<file path="src/rtl/esc_interface_pkg.sv">
// Shared types and constants for the ESC PWM stage and the flight controller.
// Pulse widths are counted in clocks; speeds are 11-bit unsigned motor commands.
package esc_interface_pkg;

    localparam int unsigned SPD_W        = 11;
    localparam int unsigned WIDTH_W      = 17;
    localparam int unsigned PERIOD_W_DEF = 20;
    localparam int unsigned MIN_PULSE    = 50000;
    localparam int unsigned SPD_SCALE    = 3;
    localparam int unsigned ARM_PERIODS  = 4;

    localparam logic [SPD_W-1:0] CAL_SPEED     = 11'h1B0;
    localparam logic [SPD_W-1:0] MIN_RUN_SPEED = 11'h0C0;

    typedef logic [SPD_W-1:0] spd_t;

    typedef enum logic [1:0] {
        ST_DISARMED = 2'd0,
        ST_ARMING   = 2'd1,
        ST_ARMED    = 2'd2
    } arm_state_t;

    // Pulse width for a given speed; the operand ranges keep this inside 17 bits.
    function automatic logic [WIDTH_W-1:0] pulse_width(input spd_t spd,
                                                       input int unsigned min_pulse,
                                                       input int unsigned scale);
        return WIDTH_W'(min_pulse) + WIDTH_W'(scale) * WIDTH_W'(spd);
    endfunction

endpackage

</file>
<file path="src/rtl/esc_interface_if.sv">
// Speed-command / PWM bundle between the flight controller and the ESC stage.
interface esc_interface_if;
    import esc_interface_pkg::*;

    logic wrt;
    logic arm;
    spd_t frnt_spd;
    spd_t bck_spd;
    spd_t lft_spd;
    spd_t rght_spd;
    logic frnt;
    logic bck;
    logic lft;
    logic rght;
    logic armed;

    modport master (
        output wrt, arm, frnt_spd, bck_spd, lft_spd, rght_spd,
        input  frnt, bck, lft, rght, armed
    );

    modport slave (
        input  wrt, arm, frnt_spd, bck_spd, lft_spd, rght_spd,
        output frnt, bck, lft, rght, armed
    );

endinterface

</file>
<file path="src/rtl/esc_interface_chan.sv">
// One ESC channel: shadow/active speed staging and the registered PWM compare.
// The output is computed one cycle ahead so it is high exactly in cycles 0..W-1.
module esc_interface_chan #(
    parameter int unsigned PERIOD_W    = esc_interface_pkg::PERIOD_W_DEF,
    parameter int unsigned MIN_PULSE   = esc_interface_pkg::MIN_PULSE,
    parameter int unsigned SPD_SCALE   = esc_interface_pkg::SPD_SCALE
) (
    input  logic                                clk,
    input  logic                                rst,
    input  logic                                i_wrt,
    input  logic [esc_interface_pkg::SPD_W-1:0] i_spd,
    input  logic                                i_last,
    input  logic [PERIOD_W-1:0]                 i_cnt,
    input  logic                                i_en_nxt,
    input  logic                                i_min_nxt,
    output logic                                o_pwm
);
    import esc_interface_pkg::*;

    localparam int unsigned CMP_W = (PERIOD_W + 1 > WIDTH_W) ? PERIOD_W + 1 : WIDTH_W;

    spd_t               r_shadow;
    spd_t               r_active;
    logic               r_en;
    logic               r_min;
    logic               r_pwm;
    logic [WIDTH_W-1:0] w_width;
    logic [CMP_W-1:0]   w_cnt_nxt;
    logic               w_hi;

    assign w_width   = r_min ? WIDTH_W'(MIN_PULSE) : pulse_width(r_active, MIN_PULSE, SPD_SCALE);
    assign w_cnt_nxt = CMP_W'(i_cnt) + CMP_W'(1);
    assign w_hi      = w_cnt_nxt < CMP_W'(w_width);

    // A write in the last cycle bypasses the shadow into the period about to start.
    always_ff @(posedge clk) begin
        if (rst) begin
            r_shadow <= '0;
            r_active <= '0;
            r_en     <= 1'b0;
            r_min    <= 1'b0;
            r_pwm    <= 1'b0;
        end else begin
            if (i_wrt) begin
                r_shadow <= i_spd;
            end
            if (i_last) begin
                r_active <= i_wrt ? i_spd : r_shadow;
                r_en     <= i_en_nxt;
                r_min    <= i_min_nxt;
                r_pwm    <= i_en_nxt;
            end else begin
                r_pwm    <= r_en & w_hi;
            end
        end
    end

    assign o_pwm = r_pwm;

endmodule

</file>
<file path="src/rtl/esc_interface.sv">
// ESC interface top: period counter, arming FSM and four PWM channels.
// All period-boundary decisions happen on the edge that enters counter value 0.
module esc_interface #(
    parameter int unsigned PERIOD_W    = esc_interface_pkg::PERIOD_W_DEF,
    parameter int unsigned MIN_PULSE   = esc_interface_pkg::MIN_PULSE,
    parameter int unsigned SPD_SCALE   = esc_interface_pkg::SPD_SCALE,
    parameter int unsigned ARM_PERIODS = esc_interface_pkg::ARM_PERIODS
) (
    input  logic            clk,
    input  logic            rst,
    esc_interface_if.slave  bus
);
    import esc_interface_pkg::*;

    localparam int unsigned PC_W = (ARM_PERIODS > 1) ? $clog2(ARM_PERIODS) : 1;

    logic [PERIOD_W-1:0] r_cnt;
    arm_state_t          r_state;
    logic [PC_W-1:0]     r_per_cnt;
    logic                r_armed;

    logic                w_last;
    logic                w_done;
    logic                w_en_nxt;
    logic                w_min_nxt;
    spd_t                w_spd [4];
    logic [3:0]          w_pwm;

    assign w_last    = (r_cnt == {PERIOD_W{1'b1}});
    assign w_done    = (r_per_cnt == PC_W'(ARM_PERIODS - 1));
    // Any state with arm=1 at the boundary pulses; only ARMING pulses at the minimum.
    assign w_en_nxt  = bus.arm;
    assign w_min_nxt = !((r_state == ST_ARMED) || ((r_state == ST_ARMING) && w_done));

    always_ff @(posedge clk) begin
        if (rst) begin
            r_cnt     <= '0;
            r_state   <= ST_DISARMED;
            r_per_cnt <= '0;
            r_armed   <= 1'b0;
        end else begin
            r_cnt <= r_cnt + PERIOD_W'(1);
            if (w_last) begin
                case (r_state)
                    ST_DISARMED: begin
                        if (bus.arm) begin
                            r_state   <= ST_ARMING;
                            r_per_cnt <= '0;
                        end
                    end
                    ST_ARMING: begin
                        if (!bus.arm) begin
                            r_state <= ST_DISARMED;
                        end else if (w_done) begin
                            r_state <= ST_ARMED;
                            r_armed <= 1'b1;
                        end else begin
                            r_per_cnt <= r_per_cnt + PC_W'(1);
                        end
                    end
                    ST_ARMED: begin
                        if (!bus.arm) begin
                            r_state <= ST_DISARMED;
                            r_armed <= 1'b0;
                        end
                    end
                    default: begin
                        r_state <= ST_DISARMED;
                        r_armed <= 1'b0;
                    end
                endcase
            end
        end
    end

    assign w_spd[0] = bus.frnt_spd;
    assign w_spd[1] = bus.bck_spd;
    assign w_spd[2] = bus.lft_spd;
    assign w_spd[3] = bus.rght_spd;

    for (genvar g = 0; g < 4; g++) begin : g_chan
        esc_interface_chan #(
            .PERIOD_W  (PERIOD_W),
            .MIN_PULSE (MIN_PULSE),
            .SPD_SCALE (SPD_SCALE)
        ) u_chan (
            .clk       (clk),
            .rst       (rst),
            .i_wrt     (bus.wrt),
            .i_spd     (w_spd[g]),
            .i_last    (w_last),
            .i_cnt     (r_cnt),
            .i_en_nxt  (w_en_nxt),
            .i_min_nxt (w_min_nxt),
            .o_pwm     (w_pwm[g])
        );
    end

    assign bus.frnt  = w_pwm[0];
    assign bus.bck   = w_pwm[1];
    assign bus.lft   = w_pwm[2];
    assign bus.rght  = w_pwm[3];
    assign bus.armed = r_armed;

endmodule

</file>
<file path="src/flat_wrapper.sv">
// flat-port wrapper written by rule: the top's interface ports become plain ports
module esc_interface_flat import esc_interface_pkg::*;
#(
    parameter int unsigned PERIOD_W    = esc_interface_pkg::PERIOD_W_DEF,
    parameter int unsigned MIN_PULSE   = esc_interface_pkg::MIN_PULSE,
    parameter int unsigned SPD_SCALE   = esc_interface_pkg::SPD_SCALE,
    parameter int unsigned ARM_PERIODS = esc_interface_pkg::ARM_PERIODS
)
  (clk, rst, bus_wrt, bus_arm, bus_frnt_spd, bus_bck_spd, bus_lft_spd, bus_rght_spd, bus_frnt, bus_bck, bus_lft, bus_rght, bus_armed);
  esc_interface_if bus_i ();
  input  logic clk;
  input  logic rst;
  input wire logic [$bits(bus_i.wrt)-1:0] bus_wrt;
  input wire logic [$bits(bus_i.arm)-1:0] bus_arm;
  input wire logic [$bits(bus_i.frnt_spd)-1:0] bus_frnt_spd;
  input wire logic [$bits(bus_i.bck_spd)-1:0] bus_bck_spd;
  input wire logic [$bits(bus_i.lft_spd)-1:0] bus_lft_spd;
  input wire logic [$bits(bus_i.rght_spd)-1:0] bus_rght_spd;
  output wire logic [$bits(bus_i.frnt)-1:0] bus_frnt;
  output wire logic [$bits(bus_i.bck)-1:0] bus_bck;
  output wire logic [$bits(bus_i.lft)-1:0] bus_lft;
  output wire logic [$bits(bus_i.rght)-1:0] bus_rght;
  output wire logic [$bits(bus_i.armed)-1:0] bus_armed;
  assign bus_i.wrt = bus_wrt;
  assign bus_i.arm = bus_arm;
  assign bus_i.frnt_spd = bus_frnt_spd;
  assign bus_i.bck_spd = bus_bck_spd;
  assign bus_i.lft_spd = bus_lft_spd;
  assign bus_i.rght_spd = bus_rght_spd;
  assign bus_frnt = bus_i.frnt;
  assign bus_bck = bus_i.bck;
  assign bus_lft = bus_i.lft;
  assign bus_rght = bus_i.rght;
  assign bus_armed = bus_i.armed;
  esc_interface #(.PERIOD_W(PERIOD_W), .MIN_PULSE(MIN_PULSE), .SPD_SCALE(SPD_SCALE), .ARM_PERIODS(ARM_PERIODS)) u_core (.clk(clk), .rst(rst), .bus(bus_i));
endmodule
</file>
<file path="config.mk">
export PLATFORM = sky130hd
export DESIGN_NAME = esc_interface_flat
export DESIGN_NICKNAME = d
export VERILOG_FILES = /design/src/rtl/esc_interface_pkg.sv /design/src/rtl/esc_interface_if.sv /design/src/rtl/esc_interface_chan.sv /design/src/rtl/esc_interface.sv /design/src/flat_wrapper.sv
export SDC_FILE = /design/constraint.sdc
export NUM_CORES = 1
export LEC_CHECK = 0
export ABC_AREA = 1
export CAP_MARGIN = 0
export CORE_MARGIN = 5
export CORE_UTILIZATION = 55
export CTS_BUF_LIST = sky130_fd_sc_hd__clkbuf_8
export DETAILED_ROUTE_END_ITERATION = 8
export GPL_ROUTABILITY_DRIVEN = 0
export PLACE_DENSITY = 0.75
export SYNTH_ARGS = -nofsm -noshare
export SYNTH_HDL_FRONTEND = slang
export SYNTH_SLANG_ARGS = --single-unit
</file>
<file path="constraint.sdc">
create_clock -name clk -period 7.1 [get_ports clk]
set_input_delay 1.065 -clock clk [delete_from_list [all_inputs] [get_ports clk]]
set_output_delay 1.065 -clock clk [all_outputs]
set_load 0.01 [all_outputs]
</file>
# After elaboration in Yosys (flattened, before gate mapping)
# Index checks and enable logic that the tools add are counted.
dict set report classes {
  mux 25
  eq_ne 10
  n_addsub 7
  magnitude_cmp 4
  bitwise_logic 5
  multipliers 4
  n_reduce_logical 8
}
# op n
set op_table {}
lappend op_table {{21-bit by 17-bit < comparator with 1-bit output} 4}
lappend op_table {{16-bit by 13-bit adder with 17-bit output, first input constant} 4}
lappend op_table {{17-bit 2-to-1 mux} 4}
lappend op_table {{2-bit by 11-bit multiplier with 13-bit output, first input constant} 4}
lappend op_table {{11-bit 2-to-1 mux} 4}
lappend op_table {{20-bit by 1-bit adder with 21-bit output, second input constant} 1}
lappend op_table {{20-bit by 1-bit adder with 20-bit output, second input constant} 1}
lappend op_table {{20-bit equality test, second input constant} 1}
lappend op_table {{2-bit 2-to-1 mux} 7}
lappend op_table {{5-bit AND reduction} 2}
lappend op_table {{2-bit inequality test, second input constant} 4}
lappend op_table {{1-bit 2-to-1 mux} 7}
lappend op_table {{2-bit case mux with 3 select lines} 1}
lappend op_table {{1-bit bitwise AND} 4}
lappend op_table {{2-bit equality test, second input constant} 2}
lappend op_table {{2-bit case mux with 2 select lines} 1}
lappend op_table {{4-bit AND reduction} 1}
lappend op_table {{3-bit by 2-bit inequality test with 1-bit output, second input constant} 1}
lappend op_table {{1-bit case mux with 3 select lines} 1}
lappend op_table {{2-bit by 1-bit adder with 2-bit output, second input constant} 1}
lappend op_table {{2-bit by 1-bit equality test with 1-bit output, second input constant} 1}
lappend op_table {{2-bit logical NOT} 1}
lappend op_table {{2-bit by 1-bit inequality test with 1-bit output, second input constant} 1}
lappend op_table {{2-bit nonzero test} 1}
lappend op_table {{other kinds (4)} 4}
dict set report word_totals {
  out_inout_bits 5
  input_bits 48
  reg_bits 119
  word_cells 81
}

# Depth between registers and ports, before layout
dict set report logic_depth {
  word_depth 6
  depth_mapped 21
  depth_no_buf 21
}

# Hierarchy
# A second synthesis with hierarchy kept.
dict set report hier_totals {
  hier_cells 1543
  hier_area_um2 10538.9
}
# mod cells_each area_each_um2 n_inst seq_area_each_um2
set by_module_without_submodules {}
lappend by_module_without_submodules {{esc_interface_chan at u_core.g_chan[0].u_chan ...} 334 2285.9 3 500.5}
lappend by_module_without_submodules {{esc_interface_chan at u_core.g_chan[2].u_chan} 355 2399.8 1 500.5}
lappend by_module_without_submodules {esc_interface 186 1281.2 1 500.5}

# Worst setup path after synthesis
# Ideal clock, no wire load.
dict set report synth_timing {
  kind {register to register}
  start {reg u_core.g_chan[1].u_chan.r_active[3]}
  end {reg u_core.g_chan[1].u_chan.r_pwm}
  setup_time_ns 0.132
  arrival_time_ns 2.797
  path_stages_with_launch 22
  path_slack_ns 4.171
  n_path_buf 0
  required_ns 6.968
  path_cell_list {dfxtp_1 > inv_1 > ha_1 > inv_1 > ha_1 > a21oi_1 > nand2_1 > nand2_1 > nand2_1 > a21oi_1 > nor2_1 > nor2_1 > xor2_1 > nor2_1 > ha_1 > nand2_1 > nor4_1 > nand2_1 > nand2_1 > nand4_1 > nand2_1 > a21oi_1}
}
dict set report synth_via {
  elab_chain_len 6
}
# element line
set synth_rtl {}
lappend synth_rtl {{from (decl)} esc_interface_chan.sv:23} ;# spd_t r_active;
lappend synth_rtl {{from (signal assigned)} esc_interface_chan.sv:48} ;# r_active <= i_wrt ? i_spd : r_shadow;
lappend synth_rtl {{2-bit by 11-bit multiplier with 13-bit output} esc_interface_pkg.sv:27} ;# return WIDTH_W'(min_pulse) + WIDTH_W'(scale) * WIDTH_W'(spd);
lappend synth_rtl {{16-bit by 13-bit adder with 17-bit output} esc_interface_pkg.sv:27}
lappend synth_rtl {{17-bit 2-to-1 mux} esc_interface_chan.sv:31} ;# assign w_width = r_min ? WIDTH_W'(MIN_PULSE) : pulse_width(r_active, MIN_PULSE, SPD_SCALE);
lappend synth_rtl {{21-bit by 17-bit < comparator with 1-bit output} esc_interface_chan.sv:33} ;# assign w_hi = w_cnt_nxt < CMP_W'(w_width);
lappend synth_rtl {{1-bit bitwise AND} esc_interface_chan.sv:53} ;# r_pwm <= r_en & w_hi;
lappend synth_rtl {{1-bit 2-to-1 mux} esc_interface_chan.sv:47} ;# if (i_last) begin
lappend synth_rtl {{to (signal assigned)} esc_interface_chan.sv:51} ;# r_pwm <= i_en_nxt;
lappend synth_rtl {{to (signal assigned)} esc_interface_chan.sv:53}
lappend synth_rtl {{to (decl)} esc_interface_chan.sv:26} ;# logic r_pwm;
# Every way passes these cells.
# A chain may end at the register's enable or synchronous reset.

# Worst setup path in the final report
dict set report layout_timing {
  start {reg u_core.g_chan[2].u_chan.r_active[3]}
  end {reg u_core.g_chan[2].u_chan.r_pwm}
}
dict set report layout_via {
  elab_chain_len 6
}
# element line
set layout_rtl {}
lappend layout_rtl {{from (decl)} esc_interface_chan.sv:23}
lappend layout_rtl {{from (signal assigned)} esc_interface_chan.sv:48}
lappend layout_rtl {{2-bit by 11-bit multiplier with 13-bit output} esc_interface_pkg.sv:27}
lappend layout_rtl {{16-bit by 13-bit adder with 17-bit output} esc_interface_pkg.sv:27}
lappend layout_rtl {{17-bit 2-to-1 mux} esc_interface_chan.sv:31}
lappend layout_rtl {{21-bit by 17-bit < comparator with 1-bit output} esc_interface_chan.sv:33}
lappend layout_rtl {{1-bit bitwise AND} esc_interface_chan.sv:53}
lappend layout_rtl {{1-bit 2-to-1 mux} esc_interface_chan.sv:47}
lappend layout_rtl {{to (signal assigned)} esc_interface_chan.sv:51}
lappend layout_rtl {{to (signal assigned)} esc_interface_chan.sv:53}
lappend layout_rtl {{to (decl)} esc_interface_chan.sv:26}
# Every way passes these cells.

==> reports/summary.txt <==
Status = completed
Post-CTS resize count = 0
Layout cell share with drive strength beyond 1 = 0.104
Worst Hold Launch = u_core.r_per_cnt[1]
Crit-path cells = inv_1 -> ha_1 -> inv_1 -> ha_1 -> inv_1 -> nor3_1 -> a21oi_1 -> o21ai_0 -> a21oi_1 -> nor2_1 -> o21ai_0 -> ha_1 -> nand2_1 -> nor4_1 -> nand2_1 -> nand2_1 -> nand4_1 -> nand2_1 -> a21oi_1
Root Driver = clkbuf_8
Slowest stage delay, CP = 0.36 ns
Detailed-route via count = 7048
Maximum VDD drop = 0.000209 V
Startpoint Class = register
Slowest CP cell = dfxtp_1
Port buffer count = 52
Die area = 18000 µm²
Synth warn = 0
Row count = 45
Antenna Cells = 0
Setup Skew = 0.0101 ns
Post-route DRC = 0
Synthesized area = 8480 µm²
Worst Max-Slew Pin Slew = 0.944 ns
PD cells = 157 nW/µm²
Sink Count = 119
Worst-path maximum fanout = 5
Postcts setup bufs = 0
Post-synth EDFFs = 0
Final HPWL DP = 12700 µm
Setup TNS = 0 ns
Area delta synth->final = 12.7%
Synthesized instance count = 1074
Total gr overflow = 0
Hold Path End = u_core.r_per_cnt[1]
GRT met1 Usage = 0.254
Reg-to-Reg End = u_core.g_chan[2].u_chan.o_pwm
Hold-fix buffers at CTS = 0
Max Root-Sink Buffers = 2
Placed Cells = 1285
Iteration-0 DRC Markers = 361
Fill cell count = 1273
Yosys reg bits = 119
CTS buffer count = 17
DIE WIDTH = 134 µm
Routed Wire Length = 17300 µm
Fin. Hold Viols = 0
R2R Setup Slk = 3.81 ns
Main synth FF type = dfxtp_1
Critical setup path kind = register to register
Most common cell after layout, fill and taps aside = nor2_1
Ports = 53
Max-cap violations = 0
Crit path launch = u_core.g_chan[2].u_chan.r_active[3]
Final Cycle Share = 0.463
NumNets Final = 1298
Grt met2 use = 0.343
Synth top area cells = dfxtp_1 28%, ha_1 19%, nor2_1 7.1%
Sequential cell area fraction in the yosys report = 0.281
Tmin final = 3.29 ns
Syn_nets = 1256
Static Leak = 4.34 nW
Slew Limit Fails = 0
Routed len/inst = 13.1 µm
Synth cell types = 40
Initial DRT Pass Iterations = 5
GR peak layer = met2
CP required = 7.39 ns
FFs w/ async S/R, synth = 0
Post-route ant nets = 0
Commonest cells after routing, fill and taps aside = 160 x nor2_1, 145 x nand2_1, 130 x inv_1, 130 x ha_1, 119 x dfxtp_1
Met3 GRT Util = 0.0424
Initial core utilization = 0.560
Worst EP arrival = 3.57 ns
Filler-free cell count of the finished design = 1317
Hold Crit Class = register to register
All-layer global routing usage = 0.201
Nature of the critical path endpoint = register
Avg Synthesized Cell Area = 7.90 µm²
RSZ-0062 raised after global routing = false
CTS tree = done
Largest net degree at the start of global routing = 75
First-pass GRT wire length = 30000 µm
Initial antenna violation count = 0
FF-to-FF Start = u_core.g_chan[2].u_chan.r_active[3]
Synth top area share = 0.281
Final setup violation count = 0
Min-Delay Path Depth = 2
CP dominant cell by count = nand2_1
Synth area leader = dfxtp_1
Core region area = 15100 µm²
Achievable Freq = 304 MHz
Cells on worst reg2reg path = 19
Worst-Skew Late Latency = 0.45 ns
Vias/cell = 5.35
Slew Limit Headroom = 0.371
Die Span Y = 134 µm
H-tree depth = 4
Clock-pin transition on the worst setup and hold timing paths = 0.08 ns
Vias in the first global route = 6822
==> per-layer routing <==
metal  up-vias  part of all wire
met5         -                 0
met4         0             0.017
met3        25             0.043
met2       128              0.47
met1      3193              0.47
li1       3702                 -
==> final cells by class <==
cell class,count,area [µm²],share of cell area
tap,188,235,0.0246
clock buffer,22,303,0.0317
clock inverter,10,166,0.0174
multi-input combinational,790,5430,0.568
inverter,132,497,0.0520
sequential,119,2380,0.249
timing repair buffer,56,543,0.0568
==> cell families (layout without fill, tap and decap cells) <==
family	Yosys count	count (layout)	synth area share
flip-flops	119	119	0.281
AND/OR/NAND/NOR	395	395	0.204
AO/OA/AOI/OAI	198	198	0.164
multiplexers	44	44	0.0519
buffers and inverters	165	220	0.0789
XOR/XNOR	19	19	0.0196
adder cells (fa/ha/maj)	134	134	0.201
==> per-stage QoR <==
| step | cell area [µm²] | setup slack, ns | hold WS [ns] | power (W) | utilization |
|---|---|---|---|---|---|
| floorplan | 8480 | 4.17 | 0.447 | 0.000762 | - |
| global placement | 9090 | 3.94 | 0.462 | 0.000799 | 0.600 |
| detailed placement | 9090 | 3.87 | 0.479 | 0.000802 | 0.600 |
| CTS | 9560 | 3.83 | 0.491 | 0.00152 | 0.631 |
| global route | 9560 | 3.42 | 0.510 | 0.00156 | 0.631 |
| finish | 9560 | 3.81 | 0.488 | 0.00150 | 0.631 |
==> worst max-delay path: cells and delay by family (launching register included) <==
kind | cells | cell delay, ns
simple gates | 8 | 0.96
compound gates | 5 | 0.64
fa+ha+maj | 3 | 0.97
buf+inv | 3 | 0.18
flops | 1 | 0.36
==> worst max-delay path by stage <==
stage / to / slack [ns]
2_1_floorplan: u_core.g_chan[1].u_chan.o_pwm / 4.17
4_1_cts: u_core.g_chan[2].u_chan.o_pwm / 3.83
3_3_place_gp: u_core.g_chan[1].u_chan.o_pwm / 3.94
3_5_place_dp: u_core.g_chan[2].u_chan.o_pwm / 3.87
5_1_grt: u_core.g_chan[1].u_chan.o_pwm / 3.42
6_report: u_core.g_chan[2].u_chan.o_pwm / 3.81
==> state kept, by name, summed over array words and instances (netlist names) <==
register	count
u_core.bus.armed	1
u_core.g_chan.u_chan.o_pwm	4
u_core.g_chan.u_chan.r_active	44
u_core.g_chan.u_chan.r_en	1
u_core.g_chan.u_chan.r_min	1
u_core.g_chan.u_chan.r_shadow	44
u_core.r_cnt	20
u_core.r_per_cnt	2
u_core.r_state	2
==> Yosys cell counts (5+ instances only) <==
cell type / n
a211oi_2: 44
a21oi_1: 93
buf_4: 8
clkbuf_1: 18
dfxtp_1: 119
ha_1: 130
inv_1: 130
mux2i_1: 44
nand2_1: 145
nand2_2: 9
nand3_1: 26
nand4_1: 18
nor2_1: 160
nor2_2: 7
nor3_1: 12
o211ai_1: 5
o21ai_0: 37
o31ai_1: 5
xnor2_1: 6
xor2_1: 13
==> power breakdown <==
| part | total [W] | switching (W) | internal [W] |
|---|---|---|---|
| Sequential | 0.000689 | 0.00000586 | 0.000683 |
| Clock | 0.000715 | 0.000285 | 0.000430 |
| Combinational | 0.0000969 | 0.0000511 | 0.0000458 |
| Total | 0.00150 | 0.000342 | 0.00116 |
No activity file was read; power rests on OpenSTA's default activity.
